$ cat src/rtl/pipeline_defs.sv
// Shared fetch/decode/hazard definitions: widths, fetch FSM encodings and the IF/ID bundle.
package pipeline_defs;

  localparam int PC_W    = 32;  // word-addressed PC / instruction-memory address width
  localparam int INSTR_W = 16;  // instruction word width
  localparam int IMM_BIT = 0;   // opcode bit that announces a trailing immediate word

  typedef enum logic {
    FETCH_OP  = 1'b0,
    FETCH_IMM = 1'b1
  } fetch_state_e;

  localparam logic [INSTR_W-1:0] NOP_INSTR = '0;

  // IF/ID pipeline register contents handed to decode.
  typedef struct packed {
    logic [INSTR_W-1:0] instr;
    logic [INSTR_W-1:0] imm;
    logic [PC_W-1:0]    pc_next;
    logic               valid;
  } ifid_t;

  // A bubble clears the instruction fields but leaves PC_Next where it was.
  function automatic ifid_t make_bubble(input ifid_t cur);
    ifid_t b;
    b         = cur;
    b.instr   = NOP_INSTR;
    b.imm     = NOP_INSTR;
    b.valid   = 1'b0;
    return b;
  endfunction

endpackage

$ cat src/rtl/fetch_stage_if.sv
// Fetch-stage signal bundle: hazard/redirect controls, instruction memory and IF/ID outputs.
interface fetch_stage_if;
  import pipeline_defs::*;

  logic               Keep_PC;
  logic               Keep_Fetched_Instruction;
  logic               Redirect;
  logic [PC_W-1:0]    Redirect_PC;
  logic [PC_W-1:0]    IMem_Addr;
  logic [INSTR_W-1:0] IMem_Data;
  logic [INSTR_W-1:0] IFID_Instr;
  logic [INSTR_W-1:0] IFID_Imm;
  logic [PC_W-1:0]    IFID_PC_Next;
  logic               IFID_Valid;

  // Fetch stage side.
  modport master (
    input  Keep_PC, Keep_Fetched_Instruction, Redirect, Redirect_PC, IMem_Data,
    output IMem_Addr, IFID_Instr, IFID_Imm, IFID_PC_Next, IFID_Valid
  );

  // Surrounding pipeline / memory side.
  modport slave (
    output Keep_PC, Keep_Fetched_Instruction, Redirect, Redirect_PC, IMem_Data,
    input  IMem_Addr, IFID_Instr, IFID_Imm, IFID_PC_Next, IFID_Valid
  );

endinterface

$ cat src/rtl/pc_register.sv
// Program counter flop: reset value, redirect load, stall hold, otherwise increment.
module pc_register #(
  parameter int              PC_W     = 32,
  parameter logic [PC_W-1:0] RESET_PC = '0
) (
  input  logic            clk,
  input  logic            rst,
  input  logic            hold_i,
  input  logic            load_i,
  input  logic [PC_W-1:0] load_pc_i,
  output logic [PC_W-1:0] pc_o
);

  logic [PC_W-1:0] pc_q;

  // PC update: reset > load > hold > increment (wraps modulo 2^PC_W).
  // NOTE: sequential state uses non-blocking assignments so every flop samples pre-edge values.
  always_ff @(posedge clk) begin
    if (rst)          pc_q <= RESET_PC;
    else if (load_i)  pc_q <= load_pc_i;
    else if (!hold_i) pc_q <= pc_q + PC_W'(1);
  end

  assign pc_o = pc_q;

endmodule

$ cat src/rtl/fetch_stage.sv
// Fetch stage + IF/ID register: assembles one- and two-word instructions, honours stalls and redirects.
module fetch_stage
  import pipeline_defs::*;
#(
  parameter logic [PC_W-1:0] RESET_PC = '0
) (
  input logic          clk,
  input logic          rst,
  fetch_stage_if.master bus
);

  fetch_state_e       state_q, state_d;
  logic [INSTR_W-1:0] hold_instr_q, hold_instr_d;
  logic [PC_W-1:0]    hold_pc_q, hold_pc_d;
  ifid_t              ifid_q, ifid_d;
  logic [PC_W-1:0]    pc;
  logic               has_imm;

  assign has_imm = bus.IMem_Data[IMM_BIT];

  // Redirect wins over Keep_PC inside the PC register, matching the stage priority.
  pc_register #(
    .PC_W     (PC_W),
    .RESET_PC (RESET_PC)
  ) u_pc (
    .clk       (clk),
    .rst       (rst),
    .hold_i    (bus.Keep_PC),
    .load_i    (bus.Redirect),
    .load_pc_i (bus.Redirect_PC),
    .pc_o      (pc)
  );

  // FSM state register.
  always_ff @(posedge clk) begin
    if (rst) state_q <= FETCH_OP;
    else     state_q <= state_d;
  end

  // FSM next state: redirect restarts at an opcode; Keep_PC freezes the sequence.
  // NOTE: every always_comb output gets a default first so no path can infer a latch.
  always_comb begin
    state_d = state_q;
    if (bus.Redirect) begin
      state_d = FETCH_OP;
    end else if (!bus.Keep_PC) begin
      case (state_q)
        FETCH_OP:  if (has_imm) state_d = FETCH_IMM;
        FETCH_IMM: state_d = FETCH_OP;
        default:   state_d = FETCH_OP;
      endcase
    end
  end

  // FSM outputs: hold register capture and next IF/ID contents.
  always_comb begin
    hold_instr_d = hold_instr_q;
    hold_pc_d    = hold_pc_q;
    ifid_d       = ifid_q;
    if (bus.Redirect) begin
      // Anything in flight is on the wrong path, including a stalled IF/ID entry.
      hold_instr_d = NOP_INSTR;
      hold_pc_d    = '0;
      ifid_d       = make_bubble(ifid_q);
    end else begin
      if (!bus.Keep_PC && state_q == FETCH_OP && has_imm) begin
        hold_instr_d = bus.IMem_Data;
        hold_pc_d    = pc;
      end
      if (!bus.Keep_Fetched_Instruction) begin
        if (bus.Keep_PC) begin
          ifid_d = make_bubble(ifid_q);
        end else begin
          case (state_q)
            FETCH_OP: begin
              if (has_imm) ifid_d = make_bubble(ifid_q);
              else         ifid_d = '{instr: bus.IMem_Data, imm: NOP_INSTR,
                                      pc_next: pc + PC_W'(1), valid: 1'b1};
            end
            FETCH_IMM: ifid_d = '{instr: hold_instr_q, imm: bus.IMem_Data,
                                  pc_next: hold_pc_q + PC_W'(2), valid: 1'b1};
            default:   ifid_d = make_bubble(ifid_q);
          endcase
        end
      end
    end
  end

  // Hold register and IF/ID pipeline register.
  always_ff @(posedge clk) begin
    if (rst) begin
      hold_instr_q <= NOP_INSTR;
      hold_pc_q    <= '0;
      ifid_q       <= '0;
    end else begin
      hold_instr_q <= hold_instr_d;
      hold_pc_q    <= hold_pc_d;
      ifid_q       <= ifid_d;
    end
  end

  assign bus.IMem_Addr    = pc;
  assign bus.IFID_Instr   = ifid_q.instr;
  assign bus.IFID_Imm     = ifid_q.imm;
  assign bus.IFID_PC_Next = ifid_q.pc_next;
  assign bus.IFID_Valid   = ifid_q.valid;

endmodule
$ cat src/flat_wrapper.sv
// flat-port wrapper written by rule: the top's interface ports become plain ports
module fetch_stage_flat import pipeline_defs::*;
#(
  parameter logic [PC_W-1:0] RESET_PC = '0
)
  (clk, rst, bus_Keep_PC, bus_Keep_Fetched_Instruction, bus_Redirect, bus_Redirect_PC, bus_IMem_Data, bus_IMem_Addr, bus_IFID_Instr, bus_IFID_Imm, bus_IFID_PC_Next, bus_IFID_Valid);
  fetch_stage_if bus_i ();
  input logic clk;
  input logic rst;
  input wire logic [$bits(bus_i.Keep_PC)-1:0] bus_Keep_PC;
  input wire logic [$bits(bus_i.Keep_Fetched_Instruction)-1:0] bus_Keep_Fetched_Instruction;
  input wire logic [$bits(bus_i.Redirect)-1:0] bus_Redirect;
  input wire logic [$bits(bus_i.Redirect_PC)-1:0] bus_Redirect_PC;
  input wire logic [$bits(bus_i.IMem_Data)-1:0] bus_IMem_Data;
  output wire logic [$bits(bus_i.IMem_Addr)-1:0] bus_IMem_Addr;
  output wire logic [$bits(bus_i.IFID_Instr)-1:0] bus_IFID_Instr;
  output wire logic [$bits(bus_i.IFID_Imm)-1:0] bus_IFID_Imm;
  output wire logic [$bits(bus_i.IFID_PC_Next)-1:0] bus_IFID_PC_Next;
  output wire logic [$bits(bus_i.IFID_Valid)-1:0] bus_IFID_Valid;
  assign bus_i.Keep_PC = bus_Keep_PC;
  assign bus_i.Keep_Fetched_Instruction = bus_Keep_Fetched_Instruction;
  assign bus_i.Redirect = bus_Redirect;
  assign bus_i.Redirect_PC = bus_Redirect_PC;
  assign bus_i.IMem_Data = bus_IMem_Data;
  assign bus_IMem_Addr = bus_i.IMem_Addr;
  assign bus_IFID_Instr = bus_i.IFID_Instr;
  assign bus_IFID_Imm = bus_i.IFID_Imm;
  assign bus_IFID_PC_Next = bus_i.IFID_PC_Next;
  assign bus_IFID_Valid = bus_i.IFID_Valid;
  fetch_stage #(.RESET_PC(RESET_PC)) u_core (.clk(clk), .rst(rst), .bus(bus_i));
endmodule
$ cat config.mk
export PLATFORM = sky130hd
export DESIGN_NAME = fetch_stage_flat
export DESIGN_NICKNAME = d
export VERILOG_FILES = /design/src/rtl/pipeline_defs.sv /design/src/rtl/fetch_stage_if.sv /design/src/rtl/pc_register.sv /design/src/rtl/fetch_stage.sv /design/src/flat_wrapper.sv
export SDC_FILE = /design/constraint.sdc
export NUM_CORES = 1
export LEC_CHECK = 0
export ABC_AREA = 1
export CAP_MARGIN = 20
export CORE_MARGIN = 4
export CORE_UTILIZATION = 56
export DETAILED_ROUTE_END_ITERATION = 7
export GPL_TIMING_DRIVEN = 0
export PLACE_DENSITY_LB_ADDON = 0.15
export RECOVER_POWER = 25
export SLEW_MARGIN = 10
export SYNTH_ARGS = -nofsm -noshare
export SYNTH_HDL_FRONTEND = slang
export SYNTH_SLANG_ARGS = --single-unit
$ cat constraint.sdc
create_clock -name clk -period 3.45 [get_ports clk]
set_input_delay 0.345 -clock clk [delete_from_list [all_inputs] [get_ports clk]]
set_output_delay 0.345 -clock clk [all_outputs]
set_load 0.03 [all_outputs]
=== Word level (Yosys, flattened, before mapping) ===
Cells that the tools add are included.
W data, S select, Z words.

* Input port bits: 53
* Register bits: 146
* Output and inout port bits: 97

* Mux-type cells: 7
* Bitwise logic cells: 4
* Equal/unequal tests: 2
* Add/sub/neg operators: 2
* Reductions and logical operators: 5

{| class="wikitable"
|+ Operator list
! operator !! number
|-
| $mux W65 || 2
|-
| $pmux W65 S2 || 1
|-
| $mux W32 || 2
|-
| $add A32 B1 Y32 const B || 1
|-
| $add A32 B2 Y32 const B || 1
|-
| $not A1 Y1 || 4
|-
| $reduce_and A4 Y1 || 1
|-
| $logic_and A1 B1 Y1 || 2
|-
| $ne A2 B1 Y1 const B || 1
|-
| $ne A2 B2 Y1 const B || 1
|-
| $pmux W1 S2 || 1
|-
| $reduce_or A2 Y1 || 1
|-
| $logic_not A1 Y1 || 1
|-
| $mux W1 || 1
|}

=== Longest topological paths before layout ===
* Word-level depth: 4
* Mapped depth: 12

=== Hierarchy ===
Synthesis repeated with hierarchy kept, for this count alone.

* Cells, all modules: 1371
* Area, all modules: 8597.0 µm²

{| class="wikitable"
|+ Modules (own cells, without submodules)
! module !! times used !! cells an instance !! area an instance (µm²)
|-
| fetch_stage || 1 || 988 || 6282.3
|-
| pc_register || 1 || 383 || 2314.7
|}

=== Worst setup path before layout ===
OpenSTA, ideal clock, no wires.

* Path kind: register to register
* From: register u_core.u_pc.pc_q[1] (netlist: u_core.u_pc.pc_o[1])
* To: register u_core.ifid_q (netlist bit u_core.bus.IFID_PC_Next[30])
* Arrival time: 1.672 ns
* Buffers on the path: 0
* Data required time: 3.341 ns
* Setup time: 0.109 ns
* Path slack: 1.669 ns
* Clock period less this slack: 1.781 ns
* Cell stages (with the launch flop): 13
* Cells stage by stage: dfxtp_1 > ha_1 > nand2_2 > nor2_4 > nand2_1 > nor2_2 > nand2_1 > nand2_1 > nand2_1 > nand2_1 > nand3_1 > nand2_1 > inv_1

* Longest elaborated chain between the ends: 3

{| class="wikitable"
|+ RTL lines
! element !! RTL line !! source
|-
| start: declaration || pc_register.sv:14 || <nowiki>logic [PC_W-1:0] pc_q;</nowiki>
|-
| start signal: assignment || pc_register.sv:20 || <nowiki>else if (load_i) pc_q <= load_pc_i;</nowiki>
|-
| start signal: assignment || pc_register.sv:21 || <nowiki>else if (!hold_i) pc_q <= pc_q + PC_W'(1);</nowiki>
|-
| $add A32 B1 Y32 || fetch_stage.sv:78 || <nowiki>pc_next: pc + PC_W'(1), valid: 1'b1};</nowiki>
|-
| $mux W65 || fetch_stage.sv:76 || <nowiki>if (has_imm) ifid_d = make_bubble(ifid_q);</nowiki>
|-
| $pmux W65 S2 || fetch_stage.sv:74 || <nowiki>case (state_q)</nowiki>
|-
| end signal: assignment || fetch_stage.sv:98 || <nowiki>ifid_q <= ifid_d;</nowiki>
|-
| end: declaration || fetch_stage.sv:15 || <nowiki>ifid_t ifid_q, ifid_d;</nowiki>
|}

No other way between the ends. The select of a mux whose other input is x is not followed.
A chain may end at the register's enable or synchronous reset.

=== Worst setup path after layout ===
* From: register u_core.state_q
* To: register u_core.ifid_q (netlist bit u_core.bus.IFID_PC_Next[11])

* Longest elaborated chain between the ends: 3
* Elaborated cells on any way between the ends: 4

{| class="wikitable"
|+ RTL lines
! element !! RTL line !! source
|-
| start: declaration || fetch_stage.sv:12 || <nowiki>fetch_state_e state_q, state_d;</nowiki>
|-
| start signal: assignment || fetch_stage.sv:37 || <nowiki>else state_q <= state_d;</nowiki>
|-
| $not A1 Y1 || fetch_stage.sv:74 ||
|-
| $ne A2 B2 Y1 (no line) || -- ||
|-
| $reduce_and A4 Y1 (no line) || -- ||
|}

Parallel ways exist; a longest one is shown, timed or not.

==> impl_metrics.csv <==
group,metric,value,unit
outcome,run_status,"finished, final reports clean",
worst_setup_path,crit_path_start,"u_core.state_q",
hold_path,hold_path.class,"input pin to flip-flop",
final_layout,drive_gt1_share,5.27,%
worst_setup_path,cp_max_fo,10,
global_routing,grt_max_degree,17,
worst_setup_path,endpoint_kind,"flip-flop",
worst_setup_path,critPathCapture,"u_core.bus.IFID_PC_Next[11]",
global_routing,antenna_found_initial,0,
timing,finalSetupViolCount,0,
timing,fin_ws,1.21,ns
yosys,yosys_warnings,0,
floorplanning,die_x,125,um
yosys,synth_area_leader_cell,"dfxtp_1",
power_and_ir_drop,peakVddDrop,378,uV
global_routing,grt_first_pass_wirelength,41300,um
clock_network,cts_made_buffers,17,
yosys,syn-cell-area,7660,um2
floorplanning,rows,42,
timing,skew,0.00728,ns
clock_network,clk_pin_slew,0.06,ns
final_layout,nets,1407,
worst_setup_path,slowest_stage,"clkinvlp_2",
hold_path,holdPathStages,5,
clock_network,clkLatencyLatePin,0.43,ns
power_and_ir_drop,p_per_area,422,nW/um2
detailed_routing,postRouteAntennaNets,0,
final_layout,synthToLayoutAreaGrowth,29.2,%
clock_network,cts_setup_buffers,0,
detailed_routing,drtIter0Drc,1029,
timing,slew_headroom,49.0,%
global_routing,grt_pass1_vias,7898,
clock_network,cts_hold_buf,0,
worst_setup_path,r2r_cells,9,
timing,maxSlewViolCount,0,
worst_setup_path,cpPeakStageDelay,0.37,ns
worst_setup_path,r2r_start,"u_core.state_q",
worst_setup_path,worstPathCellList,"clkbuf_1, clkinvlp_2, nand2_1, nand2_1, nor2_4, buf_2, nand3_1, nand2_1, inv_1",
detailed_routing,via_per_inst,5.65,
yosys,synth-edff-count,0,
timing,period_needed,2.24,ns
floorplanning,start_util,57.6,%
clock_network,postCtsResizedCells,0,
worst_setup_path,cp-start-kind,"flip-flop",
final_layout,antenna_cells,0,
global_routing,grt_overflow,0,
placement,dp_slack,1.19,ns
yosys,synth_area_leaders,"dfxtp_1 38%, nand2_1 18%, nor2_1 7.8%",
worst_setup_path,ff2ff_setup_slack,1.21,ns
clock_network,ctsRootBufferMaster,"clkbuf_16",
yosys,yosys_most_used_dff,"dfxtp_1",
floorplanning,core-area,13300,um2
detailed_routing,drt-total-wl,26700,um
placement,dpl_cell_area,9340,um2
final_layout,fin_cells,1541,
floorplanning,dieArea,15600,um2
job,max_cap_viol_count,0,
yosys,syn-mean-instance-area,6.45,um2
timing,worst_pin_slew,0.762,ns
detailed_routing,drtPass1Iterations,5,
timing,period_share,65.1,%
yosys,synth-async-reset-ratio,0,%
worst_setup_path,crit_arrival,2.57,ns
final_layout,finalInstanceArea,9900,um2
detailed_routing,vias,8711,
detailed_routing,drcViolationCount,0,
final_layout,final_util,74.4,%
clock_network,cts_sinks,146,
clock_network,clockBufferDepth,2,
clock_network,htree_num_levels,4,
yosys,synth.most_common_cell,"nand2_1",
worst_setup_path,path_class,"flip-flop to flip-flop",
yosys,synthCells,1187,
yosys,synth_seq_cells,146,
yosys,yosysTopAreaCellShare,38.2,%
placement,dp.cells,1509,
timing,setup_tns,0,ns
placement,place_congestion,1.04,
placement,hpwl,20000,um
floorplanning,die-height,125,um
worst_setup_path,rr_endpoint,"u_core.bus.IFID_PC_Next[11]",
timing,finalHoldViolations,0,
yosys,synth_cell_types,33,
detailed_routing,wire_per_inst,17.3,um
power_and_ir_drop,power,4.18,mW
timing,hold_ws,0.322,ns
placement,portBuffers,146,
yosys,syn_nets,1242,
yosys,yosys-top-cells-count,"360 x nand2_1, 160 x nor2_1, 146 x dfxtp_1, 99 x inv_1, 91 x o21ai_0",
timing,fmax,446,MHz
global_routing,track_usage,33.1,%
power_and_ir_drop,p_leak,3.89,nW
worst_setup_path,cpMostUsedCell,"nand2_1",
floorplanning,io_pins,150,
yosys,yosysSeqAreaShare,38.2,%
clock_network,cts_tree,"yes",
worst_setup_path,required,3.78,ns
timing,rsz0062_at_grt,"no",
## critical path: cells and delay by family, from the launching register on
kind          cells  cell delay, ns
simple gates      5            0.88
flops             1            0.31
buf+inv           4            0.94
## layout make-up
cell class / instances / area, um2
Buffer: 60 / 248
Fill cell: 1103 / 3400
Clock inverter: 13 / 135
Inverter: 101 / 380
Clock buffer: 19 / 443
Tap cell: 176 / 220
Sequential cell: 146 / 2920
Timing Repair Buffer: 146 / 1460
Multi-Input combinational cell: 880 / 4090
## how the worst min path moves through the flow
stage                                       startpoint                        to  slack, ns
after floorplan                 u_core.hold_instr_q[0]    u_core.hold_instr_q[0]       0.44
after global placement         u_core.bus.IFID_Imm[15]   u_core.bus.IFID_Imm[15]       0.45
after detailed placement        u_core.bus.IFID_Imm[8]    u_core.bus.IFID_Imm[8]       0.46
after CTS                 bus_Keep_Fetched_Instruction  u_core.bus.IFID_Instr[1]       0.33
after global routing      bus_Keep_Fetched_Instruction  u_core.bus.IFID_Instr[2]       0.36
final                     bus_Keep_Fetched_Instruction  u_core.bus.IFID_Instr[1]       0.32
## power by group
group          internal (mW)  leakage (nW)  switching, mW
clock network           1.08         0.283          0.751
registers               1.74          1.19         0.0722
logic                  0.199          2.42          0.330
## per-layer routing
metal	wire length (um)	GRT usage, %	up-vias
met3	2700	6.91	74
met2	11900	51.2	488
met5	0	0	-
met1	11200	46.2	3999
li1	-	-	4150
met4	896	11.3	0
## sequential cells by signal (all words and copies together) (netlist names)
| signal | count |
|---|---|
| u_core.bus.IFID_Valid | 1 |
| u_core.bus.IFID_PC_Next | 32 |
| u_core.hold_pc_q | 32 |
| u_core.u_pc.pc_o | 32 |
| u_core.bus.IFID_Instr | 16 |
| u_core.bus.IFID_Imm | 16 |
| u_core.state_q | 1 |
| u_core.hold_instr_q | 16 |
## cell families after synthesis
family	synth area share, %
xor+xnor	2.71
fa+ha+maj	0.327
compound gates	16.1
buf+inv	8.41
simple gates	34.3
flops	38.2
## placed cells by master, fill, tap and decap left out, types with 7 or more instances in the layout
cell	instances
clkdlybuf4s50_1	145
inv_1	99
nand3b_1	8
o21a_1	17
xor2_1	15
buf_2	12
nor2_4	7
a22oi_1	15
clkbuf_16	17
a31oi_1	26
nand2_1	360
nor2_2	9
nor2_1	163
dfxtp_1	146
nand3_1	80
a21oi_1	62
o21ai_0	91
clkbuf_1	46
Note: power is estimated with default switching activity, not from simulation.
